===== config.mk =====
export PLATFORM = sky130hd
export DESIGN_NAME = fixed_conv_arbiter_flat
export DESIGN_NICKNAME = d
export VERILOG_FILES = /design/src/rtl/fixed_conv_arbiter_if.sv /design/src/rtl/fixed_conv_arbiter.sv /design/src/flat_wrapper.sv
export SDC_FILE = /design/constraint.sdc
export NUM_CORES = 1
export LEC_CHECK = 0
export CAP_MARGIN = 20
export CELL_PAD_IN_SITES_DETAIL_PLACEMENT = 1
export CELL_PAD_IN_SITES_GLOBAL_PLACEMENT = 2
export CORE_AREA = 2 2 140 142
export DETAILED_ROUTE_END_ITERATION = 7
export DIE_AREA = 0 0 142 144
export PLACE_DENSITY = 0.85
export SYNTH_ARGS = -nofsm -noshare
export SYNTH_HDL_FRONTEND = slang
export SYNTH_SLANG_ARGS = --single-unit

===== constraint.sdc =====
create_clock -name aclk -period 4.08 [get_ports aclk]
set_input_delay 0.408 -clock aclk [delete_from_list [all_inputs] [get_ports aclk]]
set_output_delay 0.408 -clock aclk [all_outputs]
set_load 0.005 [all_outputs]

===== src/rtl/fixed_conv_arbiter_if.sv =====
// ---------------------------------------------------------------------------
// fixed_conv_arbiter_if
// Bundles the streams around the float-to-fixed converter arbiter.
//   req_*          : NUM_REQ requester operand streams (packed, channel i at
//                    bits [i*SIZE +: SIZE])
//   resp_*         : result stream, data broadcast, valid one-hot per channel
//   conv_a_*       : shared converter input stream
//   conv_result_*  : converter result stream
// Modports:
//   slave  : arbiter view
//   master : environment view (requesters + converter)
// ---------------------------------------------------------------------------
interface fixed_conv_arbiter_if #(
    parameter int SIZE    = 32,
    parameter int NUM_REQ = 4
);
    logic [NUM_REQ*SIZE-1:0] req_tdata;
    logic [NUM_REQ-1:0]      req_tvalid;
    logic [NUM_REQ-1:0]      req_tready;

    logic [SIZE-1:0]         resp_tdata;
    logic [NUM_REQ-1:0]      resp_tvalid;
    logic [NUM_REQ-1:0]      resp_tready;

    logic [SIZE-1:0]         conv_a_tdata;
    logic                    conv_a_tvalid;
    logic                    conv_a_tready;

    logic [SIZE-1:0]         conv_result_tdata;
    logic                    conv_result_tvalid;
    logic                    conv_result_tready;

    modport slave (
        input  req_tdata, req_tvalid,
        output req_tready,
        output resp_tdata, resp_tvalid,
        input  resp_tready,
        output conv_a_tdata, conv_a_tvalid,
        input  conv_a_tready,
        input  conv_result_tdata, conv_result_tvalid,
        output conv_result_tready
    );

    modport master (
        output req_tdata, req_tvalid,
        input  req_tready,
        input  resp_tdata, resp_tvalid,
        output resp_tready,
        input  conv_a_tdata, conv_a_tvalid,
        output conv_a_tready,
        output conv_result_tdata, conv_result_tvalid,
        input  conv_result_tready
    );
endinterface


===== src/rtl/fixed_conv_arbiter.sv =====
// ---------------------------------------------------------------------------
// fixed_conv_arbiter
// Shares one float-to-fixed converter between NUM_REQ requesters. Requests
// are granted round-robin with zero added latency; the granted channel index
// is pushed into a tag FIFO on issue, and converter results are routed back
// to the channel at the FIFO head, strictly in issue order.
// Ports:
//   aclk        : clock, rising edge
//   aresetn     : asynchronous active-low reset
//   bus         : fixed_conv_arbiter_if.slave (request/response/converter)
//   inflight    : tag FIFO occupancy (issued, unreturned conversions)
//   err_orphan  : sticky, a result arrived with no outstanding tag
// ---------------------------------------------------------------------------
module fixed_conv_arbiter #(
    parameter int SIZE         = 32,
    parameter int NUM_REQ      = 4,
    parameter int MAX_INFLIGHT = 8
) (
    input  logic                          aclk,
    input  logic                          aresetn,
    fixed_conv_arbiter_if.slave           bus,
    output logic [$clog2(MAX_INFLIGHT):0] inflight,
    output logic                          err_orphan
);
    localparam int IDX_W = $clog2(NUM_REQ);
    localparam int PTR_W = $clog2(MAX_INFLIGHT);
    localparam int CNT_W = PTR_W + 1;

    logic [IDX_W-1:0] r_rr_ptr;
    logic             r_lock_vld;
    logic [IDX_W-1:0] r_lock_idx;
    logic [IDX_W-1:0] r_tag_mem [MAX_INFLIGHT];
    logic [PTR_W-1:0] r_wr_ptr;
    logic [PTR_W-1:0] r_rd_ptr;
    logic [CNT_W-1:0] r_count;
    logic             r_err_orphan;

    logic             w_full;
    logic             w_empty;
    logic             w_any_req;
    logic             w_grant_vld;
    logic [IDX_W-1:0] w_grant;
    logic [IDX_W-1:0] w_cand;
    logic             w_issue;
    logic             w_pop;
    logic [IDX_W-1:0] w_head;

    // Full/empty come from registered occupancy, so a pop in the same cycle
    // never opens a slot for a push.
    assign w_full    = (r_count == CNT_W'(MAX_INFLIGHT));
    assign w_empty   = (r_count == '0);
    assign w_any_req = |bus.req_tvalid;

    // Grant: a channel that was offered but not accepted keeps the grant while
    // it holds tvalid; otherwise search upward from rr_ptr.
    always_comb begin
        w_grant_vld = 1'b0;
        w_grant     = '0;
        w_cand      = '0;
        if (r_lock_vld && bus.req_tvalid[r_lock_idx]) begin
            w_grant_vld = 1'b1;
            w_grant     = r_lock_idx;
        end else begin
            for (int k = 0; k < NUM_REQ; k++) begin
                w_cand = IDX_W'((int'(r_rr_ptr) + k) % NUM_REQ);
                if (!w_grant_vld && bus.req_tvalid[w_cand]) begin
                    w_grant_vld = 1'b1;
                    w_grant     = w_cand;
                end
            end
        end
    end

    // Request path: operand mux and per-channel ready.
    always_comb begin
        bus.conv_a_tdata = '0;
        bus.req_tready   = '0;
        for (int i = 0; i < NUM_REQ; i++) begin
            if (w_grant_vld && (w_grant == IDX_W'(i))) begin
                bus.conv_a_tdata  = bus.req_tdata[i*SIZE +: SIZE];
                bus.req_tready[i] = bus.conv_a_tready && !w_full;
            end
        end
    end

    assign bus.conv_a_tvalid = w_any_req && !w_full;
    assign w_issue           = bus.conv_a_tvalid && bus.conv_a_tready;

    // Result path: route to the owner at the FIFO head; with no tag
    // outstanding the result is accepted and dropped.
    assign w_head = r_tag_mem[r_rd_ptr];

    always_comb begin
        bus.resp_tvalid        = '0;
        bus.conv_result_tready = 1'b1;
        if (!w_empty) begin
            bus.conv_result_tready = 1'b0;
            for (int i = 0; i < NUM_REQ; i++) begin
                if (w_head == IDX_W'(i)) begin
                    bus.resp_tvalid[i]     = bus.conv_result_tvalid;
                    bus.conv_result_tready = bus.resp_tready[i];
                end
            end
        end
    end

    assign bus.resp_tdata = bus.conv_result_tdata;
    assign w_pop          = !w_empty && bus.conv_result_tvalid && bus.conv_result_tready;

    always_ff @(posedge aclk or negedge aresetn) begin
        if (!aresetn) begin
            r_rr_ptr     <= '0;
            r_lock_vld   <= 1'b0;
            r_lock_idx   <= '0;
            r_wr_ptr     <= '0;
            r_rd_ptr     <= '0;
            r_count      <= '0;
            r_err_orphan <= 1'b0;
        end else begin
            if (w_issue) begin
                r_rr_ptr <= (w_grant == IDX_W'(NUM_REQ - 1)) ? '0 : w_grant + IDX_W'(1);
                r_wr_ptr <= r_wr_ptr + PTR_W'(1);
            end
            r_lock_vld <= w_grant_vld && !w_issue;
            r_lock_idx <= w_grant;
            if (w_pop) begin
                r_rd_ptr <= r_rd_ptr + PTR_W'(1);
            end
            case ({w_issue, w_pop})
                2'b10:   r_count <= r_count + CNT_W'(1);
                2'b01:   r_count <= r_count - CNT_W'(1);
                default: r_count <= r_count;
            endcase
            if (w_empty && bus.conv_result_tvalid) begin
                r_err_orphan <= 1'b1;
            end
        end
    end

    // Tag storage holds data only; validity is tracked by r_count.
    always_ff @(posedge aclk) begin
        if (w_issue) begin
            r_tag_mem[r_wr_ptr] <= w_grant;
        end
    end

    assign inflight   = r_count;
    assign err_orphan = r_err_orphan;
endmodule


===== src/flat_wrapper.sv =====
// flat-port wrapper written by rule: the top's interface ports become plain ports
module fixed_conv_arbiter_flat 
#(
    parameter int SIZE         = 32,
    parameter int NUM_REQ      = 4,
    parameter int MAX_INFLIGHT = 8
)
  (aclk, aresetn, inflight, err_orphan, bus_req_tdata, bus_req_tvalid, bus_req_tready, bus_resp_tdata, bus_resp_tvalid, bus_resp_tready, bus_conv_a_tdata, bus_conv_a_tvalid, bus_conv_a_tready, bus_conv_result_tdata, bus_conv_result_tvalid, bus_conv_result_tready);
  fixed_conv_arbiter_if #(.SIZE(SIZE), .NUM_REQ(NUM_REQ)) bus_i ();
  input  logic aclk;
  input  logic aresetn;
  output logic [$clog2(MAX_INFLIGHT):0] inflight;
  output logic err_orphan;
  input wire logic [$bits(bus_i.req_tdata)-1:0] bus_req_tdata;
  input wire logic [$bits(bus_i.req_tvalid)-1:0] bus_req_tvalid;
  output wire logic [$bits(bus_i.req_tready)-1:0] bus_req_tready;
  output wire logic [$bits(bus_i.resp_tdata)-1:0] bus_resp_tdata;
  output wire logic [$bits(bus_i.resp_tvalid)-1:0] bus_resp_tvalid;
  input wire logic [$bits(bus_i.resp_tready)-1:0] bus_resp_tready;
  output wire logic [$bits(bus_i.conv_a_tdata)-1:0] bus_conv_a_tdata;
  output wire logic [$bits(bus_i.conv_a_tvalid)-1:0] bus_conv_a_tvalid;
  input wire logic [$bits(bus_i.conv_a_tready)-1:0] bus_conv_a_tready;
  input wire logic [$bits(bus_i.conv_result_tdata)-1:0] bus_conv_result_tdata;
  input wire logic [$bits(bus_i.conv_result_tvalid)-1:0] bus_conv_result_tvalid;
  output wire logic [$bits(bus_i.conv_result_tready)-1:0] bus_conv_result_tready;
  assign bus_i.req_tdata = bus_req_tdata;
  assign bus_i.req_tvalid = bus_req_tvalid;
  assign bus_req_tready = bus_i.req_tready;
  assign bus_resp_tdata = bus_i.resp_tdata;
  assign bus_resp_tvalid = bus_i.resp_tvalid;
  assign bus_i.resp_tready = bus_resp_tready;
  assign bus_conv_a_tdata = bus_i.conv_a_tdata;
  assign bus_conv_a_tvalid = bus_i.conv_a_tvalid;
  assign bus_i.conv_a_tready = bus_conv_a_tready;
  assign bus_i.conv_result_tdata = bus_conv_result_tdata;
  assign bus_i.conv_result_tvalid = bus_conv_result_tvalid;
  assign bus_conv_result_tready = bus_i.conv_result_tready;
  fixed_conv_arbiter #(.SIZE(SIZE), .NUM_REQ(NUM_REQ), .MAX_INFLIGHT(MAX_INFLIGHT)) u_core (.aclk(aclk), .aresetn(aresetn), .bus(bus_i), .inflight(inflight), .err_orphan(err_orphan));
endmodule

After elaboration in Yosys (flattened, before gate mapping)
Memory sizes are Yosys's and may differ from the RTL's.
Index checks and enable logic that the tools add are counted.
{ "op_classes": {"addsub": 8, "mux": 45, "order_cmp": 5, "n_reduce_logical": 26, "eq_ne": 9} }
{ "ops": {"columns": ["op", "n"], "rows": [
  ["$mux W32", 4],
  ["$mux W1", 28],
  ["$logic_and A1 B1 Y1", 15],
  ["$lt A2 B3 Y1 const B", 5],
  ["$mux W2", 6],
  ["$bmux W1 S2", 5],
  ["$eq A2 B2 Y1 const B", 5],
  ["$pmux W4 S2", 1],
  ["$add A3 B1 Y3 const B", 2],
  ["$eq A2 B1 Y1 const B", 3],
  ["$logic_not A1 Y1", 6],
  ["$add A2 B1 Y2 const B", 2],
  ["$add A2 B2 Y2 const B", 2],
  ["$add A4 B1 Y4 const B", 1],
  ["$eq A4 B4 Y1 const B", 1],
  ["$logic_not A2 Y1", 2],
  ["$logic_not A4 Y1", 1],
  ["$mux W4", 1],
  ["$reduce_or A4 Y1", 1],
  ["$sub A4 B1 Y4 const B", 1],
  ["$reduce_bool A2 Y1", 1]
]} }
{ "word_totals": {"ram_bits": 16, "memories": 1, "out_inout_bits": 79, "wordCells": 101, "ff_bits": 16} }
{ "memory_table": {"columns": ["memory", "words", "width", "rd", "rd_clocked_by_memory_dff", "wr", "line_no", "text"], "rows": [
  ["u_core.r_tag_mem", 8, 2, 1, 0, 1, "fixed_conv_arbiter.sv:32", "logic [IDX_W-1:0] r_tag_mem [MAX_INFLIGHT];"]
]} }

Logic depth before layout (Yosys ltp)
Gate-level depths: netlist of the first run.
{ "depth": {"depth_word": 22, "ltp_mapped": 13, "mapped_depth_nobuf": 12} }

Worst setup path before layout of the first run
Ideal clock, no wire load.
{ "synth_path": {"kind": "input-to-output", "start": "input port bus_req_tvalid[3]", "end": "output port bus_conv_a_tdata[12]", "t_required_ps": 3672, "setup_slack_ps": 743, "cell_stages": 12, "arrival_ps": 2929, "path_cell_list": "mux4_2 -> nand2_1 -> nor2_1 -> a21oi_1 -> ha_1 -> clkbuf_1 -> clkbuf_1 -> clkbuf_1 -> a21oi_1 -> o21ai_0 -> mux2i_1 -> nor2_1"} }
{ "synth_via": {"elab_chain_cells": 22} }
{ "synth_lines": {"columns": ["item", "line_no", "text"], "rows": [
  ["from (decl)", "flat_wrapper.sv:15", "input wire logic [$bits(bus_i.req_tvalid)-1:0] bus_req_tvalid;"],
  ["$bmux W1 S2", "fixed_conv_arbiter.sv:66", "if (!w_grant_vld && bus.req_tvalid[w_cand]) begin"],
  ["$mux W1 (implied by the code)", "fixed_conv_arbiter.sv:66", null],
  ["$mux W1", "fixed_conv_arbiter.sv:66", null],
  ["$mux W1", "fixed_conv_arbiter.sv:60", "if (r_lock_vld && bus.req_tvalid[r_lock_idx]) begin"],
  ["$logic_not A1 Y1", "fixed_conv_arbiter.sv:66", null],
  ["$logic_and A1 B1 Y1", "fixed_conv_arbiter.sv:66", null],
  ["$mux W1", "fixed_conv_arbiter.sv:66", null],
  ["$mux W1", "fixed_conv_arbiter.sv:60", null],
  ["(+5 left out)", null, null],
  ["$logic_and A1 B1 Y1", "fixed_conv_arbiter.sv:66", null],
  ["$mux W2", "fixed_conv_arbiter.sv:66", null],
  ["$mux W2 (*)", "fixed_conv_arbiter.sv:60", null],
  ["via u_core.w_grant[0]", "fixed_conv_arbiter.sv:42", "logic [IDX_W-1:0] w_grant;"],
  ["$logic_not A2 Y1", "fixed_conv_arbiter.sv:79", "if (w_grant_vld && (w_grant == IDX_W'(i))) begin"],
  ["$logic_and A1 B1 Y1", "fixed_conv_arbiter.sv:79", null],
  ["$mux W32 (3 in a row)", "fixed_conv_arbiter.sv:79", null],
  ["$mux W32 (*)", "fixed_conv_arbiter.sv:79", null],
  ["to (decl)", "flat_wrapper.sv:20", "output wire logic [$bits(bus_i.conv_a_tdata)-1:0] bus_conv_a_tdata;"]
]} }
The timed path passes the listed nets; every way through them passes the cells marked *. The select of a mux whose other input is x is not followed.

Final worst setup path of the first run
{ "layout_path": {"start": "input port bus_req_tvalid[2]", "end": "output port bus_conv_a_tdata[12]"} }
Same word-level chain as after synthesis.

==> results.json, run 1 <==
{
  "clk_latency_ns": 0.27,
  "end_kind": "output port",
  "syn_inst": 384,
  "placed_cell_area_mm2": 0.00512,
  "detail-route-antenna-nets": 0,
  "drt_wl_total_um": 11700,
  "die_h_um": 144,
  "critical-path-slowest-cell": "mux4_2",
  "synthArstFlopShare": 0.500,
  "pin_count": 251,
  "synth-seq-cells": 32,
  "swShare": 0.393,
  "wl_per_cell_um": 15.2,
  "cts_buffer_depth": 2,
  "dr.pass1.iters": 4,
  "grt_util_all_layers": 0.110,
  "root_buffer": "clkbuf_16",
  "drtIter0Drc": 71,
  "dp_hpwl_um": 9650,
  "finClkSkew_ns": 0.00268,
  "period_minus_slack_ns": 3.90,
  "initial_core_util": 0.166,
  "synth_nets": 566,
  "ys_seq_area_frac": 0.278,
  "synthFlopType": "edfxtp_1",
  "p_leak_nw": 2.13,
  "synthDistinctLibCells": 35,
  "grt_max_degree": 52,
  "post_cts_buffers": 0,
  "core_area_mm2": 0.0191,
  "grt_overflow": 0,
  "synth_edf_count": 16,
  "finalSetupViolations": 0,
  "cts_hold_buf": 0,
  "drc": 0,
  "final_cell_mix": "183 x clkdlybuf4s50_1, 44 x nor2_1, 44 x nand2_1",
  "slew_headroom": 0.507,
  "hold_viol": 0,
  "switchingPower_mw": 1.46,
  "peakVddDrop_uv": 205,
  "fin_cells": 769,
  "area_delta_synth_final_pct": 67.6,
  "grt_pass1_wl_um": 18000,
  "nFillCells": 2238,
  "cts_tree": "done",
  "grt_use_met2": 0.214,
  "status": "completed",
  "rsz0062_at_grt": "no",
  "intPower_mw": 2.26,
  "via_per_inst": 4.18,
  "die_w_um": 142,
  "power_density_mw_per_mm2": 701,
  "min_path_type": "reg2reg",
  "cts_made_buffers": 5,
  "final_util": 0.278,
  "postSynthAreaPerCell_um2": 8.26,
  "max-cap-violations": 0,
  "synth_warnings": 0,
  "grt_use_met1": 0.121,
  "tightest_slew_ns": 0.737,
  "critPathKind": "in2out",
  "io_buffers": 186,
  "p_seq_frac": 0.164,
  "syn_area_mm2": 0.00317,
  "dr_total_vias": 3213,
  "max_stage_delay_ns": 0.53,
  "crit_path_max_fanout": 22,
  "cp.buffers_inverters": 4,
  "report.final.slew_viol_count": 0,
  "grt_pass1_vias": 3496,
  "tns_ns": 0,
  "fp-row-count": 51,
  "dp_cells": 761,
  "drive_above_1_share": 0.0678,
  "post-route-period-util": 0.956,
  "cts_sinks": 32,
  "cp.required_ns": 3.67,
  "clk_pin_slew_ns": 0.05,
  "htreeDepth": 2,
  "antenna_found_initial": 0,
  "grtUsageMet3": 0.0265,
  "crit_chain": "clkdlybuf4s50_1 > mux4_2 > nand2_4 > nor2_1 > a21oi_2 > inv_1 > ha_1 > buf_4 > and3b_1 > a21oi_1 > o21ai_0 > mux2i_1 > nor2_1 > clkdlybuf4s50_1",
  "layout_commonest_cell": "clkdlybuf4s50_1",
  "grt_busiest_layer": "met2",
  "max_freq_ghz": 0.257,
  "cp.arrival_ns": 3.49,
  "pwr-share-comb": 0.727,
  "final_cell_area_mm2": 0.00531,
  "dieArea_mm2": 0.0204,
  "start_kind": "input pin",
  "fin_nets": 712,
  "place_congestion": 0.803,
  "antenna_cells": 0,
  "critical_path.top_delay_family": "buffers and inverters",
  "pwr-share-clk": 0.109
}
## sequential cells by signal, summed over array words and instances, names as in the netlist
name               cells
u_core.r_lock_vld      1
u_core.r_wr_ptr        3
u_core.r_lock_idx      2
u_core.err_orphan      1
u_core.r_tag_mem      16
u_core.r_rr_ptr        2
u_core.inflight        4
u_core.r_rd_ptr        3
## cell families after synthesis
kind of cell    after synthesis  synth area share
buf+inv                      67             0.120
compound gates               77             0.125
xor+xnor                      8            0.0221
mux                          47             0.178
simple gates                143             0.235
flops                        32             0.278
fa+ha+maj                    10            0.0418
## cells in the mapped netlist (all sizes together) (5+ instances only)
cell type | instances | area share
a21oi | 38 | 0.060
mux4 | 5 | 0.038
and3b | 32 | 0.088
and2 | 5 | 0.0099
clkbuf | 22 | 0.026
mux2i | 34 | 0.11
mux2 | 8 | 0.033
nand2 | 46 | 0.055
dfrtp | 16 | 0.13
nor3 | 5 | 0.0079
edfxtp | 16 | 0.15
nor2 | 44 | 0.052
ha | 9 | 0.036
buf | 36 | 0.083
inv | 9 | 0.011
o21ai | 35 | 0.055
xnor2 | 6 | 0.017
## worst paths after layout
kind	startpoint	endpoint	slack, ns	cells after the start
worst max-delay path	bus_req_tvalid[2]	bus_conv_a_tdata[12]	0.18	14
worst min-delay path	u_core.err_orphan	u_core.err_orphan	0.46	1
worst max register to register	u_core.r_rd_ptr[0]	u_core.inflight[3]	0.57	12
worst min register to register	u_core.err_orphan	u_core.err_orphan	0.46	1
max in group asynchronous	aresetn	u_core.r_lock_vld	3.04	1
min in group asynchronous	aresetn	u_core.r_wr_ptr[1]	0.58	1
## through the flow
| stage | power [mW] | setup WS (ns) | hold WS, ns |
|---|---|---|---|
| after detailed placement | 3.34 | 0.0280 | 0.455 |
| after global placement | 3.26 | 0.160 | 0.440 |
| after CTS | 3.78 | 0.0422 | 0.463 |
| after global routing | 4.06 | 0.0125 | 0.490 |
| final | 3.72 | 0.181 | 0.459 |
| after floorplan | 2.08 | 0.743 | 0.112 |
## what timing repair did
item | CTS | global route
gates resized for setup | 1 | 7
setup endpoints to repair | 1 | 31
gates cloned | 0 | 0
## layer usage
| layer | up-vias | routed length (um) |
|---|---|---|
| met1 | 1489 | 4610 |
| met2 | 125 | 6100 |
| met5 | - | 0 |
| met3 | 12 | 843 |
| met4 | 0 | 161 |
| li1 | 1587 | - |
## area by class of cell
cell class	count	area, um2	area share
Multi-Input combinational cell	285	1950	0.367
Sequential cell	32	881	0.166
Clock inverter	3	37.5	0.00707
Tap cell	238	298	0.0561
Clock buffer	5	125	0.0236
Timing Repair Buffer	197	1990	0.374
Inverter	9	33.8	0.00636
## power groups by stage
stage | Clock (mW) | Combinational (mW) | Sequential [mW]
final | 0.406 | 2.71 | 0.611
after global routing | 0.427 | 3.01 | 0.631
after CTS | 0.413 | 2.76 | 0.609
after detailed placement | 0 | 2.73 | 0.613
after global placement | 0 | 2.67 | 0.598
after floorplan | 0 | 1.51 | 0.565
Note: power is estimated with default switching activity, not from simulation.
==> run 2: changes to the inputs <==
--- a/config.mk
+++ b/config.mk
@@ -9,6 +9,7 @@
 export CELL_PAD_IN_SITES_DETAIL_PLACEMENT = 1
 export CELL_PAD_IN_SITES_GLOBAL_PLACEMENT = 2
 export CORE_AREA = 2 2 140 142
+export CTS_CLUSTER_DIAMETER = 50
 export DETAILED_ROUTE_END_ITERATION = 7
 export DIE_AREA = 0 0 142 144
 export PLACE_DENSITY = 0.85
==> results of run 2 <==
Same layout as run 1: the final DEF is identical, and so are final timing and power.
==> run 3: changes to the inputs <==
==> constraint.sdc (replaced) <==
create_clock -name aclk -period 4.1 [get_ports aclk]
set_input_delay 0.41 -clock aclk [delete_from_list [all_inputs] [get_ports aclk]]
set_output_delay 0.41 -clock aclk [all_outputs]
set_load 0.005 [all_outputs]
==> run 3 against run 2 <==
- routed wire length decreased by 0.20%
- largest power group unchanged
- sequential share of layout area about the same
- global-route usage increased by 0.20 points
- worst setup slack improved by 0.020 ns
- register-to-register slack improved by 0.06 ns
- clock-buffer cell count unchanged
- sequential power decreased by 0.8%
- first-iteration DRC count decreased by 18%
- cell area decreased by 0.16%
- largest cell class unchanged
==> results.json, run 3 (synthesized netlist as in run 1, its figures left out) <==
{
  "die_h_um": 144,
  "crit_chain": "clkdlybuf4s50_1 > mux4_2 > nand2_2 > nor2_1 > a21oi_2 > inv_1 > ha_1 > buf_4 > and3b_1 > a21oi_1 > o21ai_1 > mux2i_1 > nor2_1 > clkdlybuf4s50_1",
  "grt_pass1_wl_um": 18300,
  "post_cts_buffers": 0,
  "timing.rr.end": "u_core.inflight[3]",
  "fin_nets": 712,
  "clk_latency_ns": 0.27,
  "drc": 0,
  "clk_pin_slew_ns": 0.05,
  "initial_core_util": 0.166,
  "tightest_slew_ns": 0.750,
  "cts_made_buffers": 5,
  "place_congestion": 0.803,
  "antenna_found_initial": 0,
  "dp_cells": 761,
  "post-route-period-util": 0.951,
  "rsz0062_at_grt": "no",
  "whs_path_depth": 1,
  "cts_sinks": 32,
  "worstReg2RegStart": "u_core.r_rd_ptr[0]",
  "die_w_um": 142,
  "finalSetupViolations": 0,
  "power_density_mw_per_mm2": 699,
  "detail-route-antenna-nets": 0,
  "report.final.slew_viol_count": 0,
  "cp.arrival_ns": 3.49,
  "end_kind": "output port",
  "layout_commonest_cell": "clkdlybuf4s50_1",
  "core_area_mm2": 0.0191,
  "area_delta_synth_final_pct": 67.3,
  "wl_per_cell_um": 15.2,
  "drtIter0Drc": 58,
  "fp-row-count": 51,
  "final_cell_mix": "186 x clkdlybuf4s50_1, 44 x nor2_1, 44 x nand2_1",
  "max-cap-violations": 0,
  "peakVddDrop_uv": 257,
  "tns_ns": 0,
  "via_per_inst": 4.21,
  "pin_count": 251,
  "period_minus_slack_ns": 3.90,
  "p_leak_nw": 2.10,
  "dieArea_mm2": 0.0204,
  "finClkSkew_ns": 0.00316,
  "hold_viol": 0,
  "drt_wl_total_um": 11700,
  "min_from": "u_core.err_orphan",
  "critical-path-slowest-cell": "mux4_2",
  "grt_util_all_layers": 0.112,
  "cts_buffer_depth": 2,
  "slew_headroom": 0.498,
  "dp_hpwl_um": 9660,
  "dr_total_vias": 3235,
  "dr.pass1.iters": 4,
  "ff2ff_path_depth": 12,
  "r2r_slack_ns": 0.63,
  "crit_path_max_fanout": 11,
  "start_kind": "input pin",
  "cts_tree": "done",
  "critPathKind": "in2out",
  "htreeDepth": 2,
  "max_freq_ghz": 0.257,
  "grt_max_degree": 52,
  "fin_cells": 769,
  "largest-register": "u_core.r_tag_mem",
  "largest_reg_flops": 16,
  "grt_pass1_vias": 3566,
  "drive_above_1_share": 0.0678,
  "status": "completed",
  "hold_end": "u_core.err_orphan",
  "root_buffer": "clkbuf_16",
  "min_path_type": "reg2reg",
  "max_stage_delay_ns": 0.52,
  "grt_overflow": 0,
  "antenna_cells": 0,
  "cp.required_ns": 3.69,
  "io_buffers": 186
}
## run 3: where the power goes
part           internal [mW]  switching, mW
logic                   1.50           1.20
clock network          0.282          0.125
registers              0.476          0.130
## run 3: worst max-delay path: cells and delay by family
family	cells	cell delay, ns
and+or+nand+nor	4	0.50
adders and majority gates	1	0.24
AOI/OAI and AO/OA	3	0.41
muxes	2	0.65
buffers and inverters	4	1.28
## run 3: cell type report
type	count	area [um2]
clock buffers	5	125
clock inverters	3	37.5
fillers	2216	13800
inverters	9	33.8
multi-input cells	285	1940
flip-flops and latches	32	881
well taps	238	298
repair buffers	197	1990
## run 3: repair_timing
item                       in CTS  in global routing
hold buffers                    0                  0
resized for setup               0                  5
setup endpoints to repair       0                 29
## run 3: how the worst max path moves through the flow
stage	depth (start not counted)	slack (ns)	endpoint	start
final	14	0.20	bus_conv_a_tdata[11]	bus_req_tvalid[1]
after global routing	14	0.02	bus_conv_a_tdata[15]	bus_req_tvalid[3]
after CTS	14	0.07	bus_conv_a_tdata[12]	bus_req_tvalid[3]
after detailed placement	14	0.09	bus_conv_a_tdata[12]	bus_req_tvalid[3]
after global placement	11	0.18	bus_conv_a_tdata[8]	bus_req_tvalid[3]
after floorplan	12	0.76	bus_conv_a_tdata[12]	bus_req_tvalid[3]
## run 3: through the flow
step	hold slack (ns)	cell area (um2)	util	power, mW	setup slack (ns)
floorplan	0.114	3170	-	2.06	0.759
global placement	0.440	5120	0.268	3.25	0.176
detailed placement	0.455	5120	0.268	3.33	0.0888
CTS	0.463	5280	0.277	3.75	0.0681
global route	0.491	5300	0.278	4.05	0.0205
finish	0.459	5300	0.278	3.71	0.202
## run 3: metal layers
layer,vias up,share of wire,track usage
met5,-,0,0
met4,0,0.015,0.0268
met3,13,0.069,0.0262
met2,133,0.51,0.215
met1,1499,0.40,0.125
li1,1590,-,-
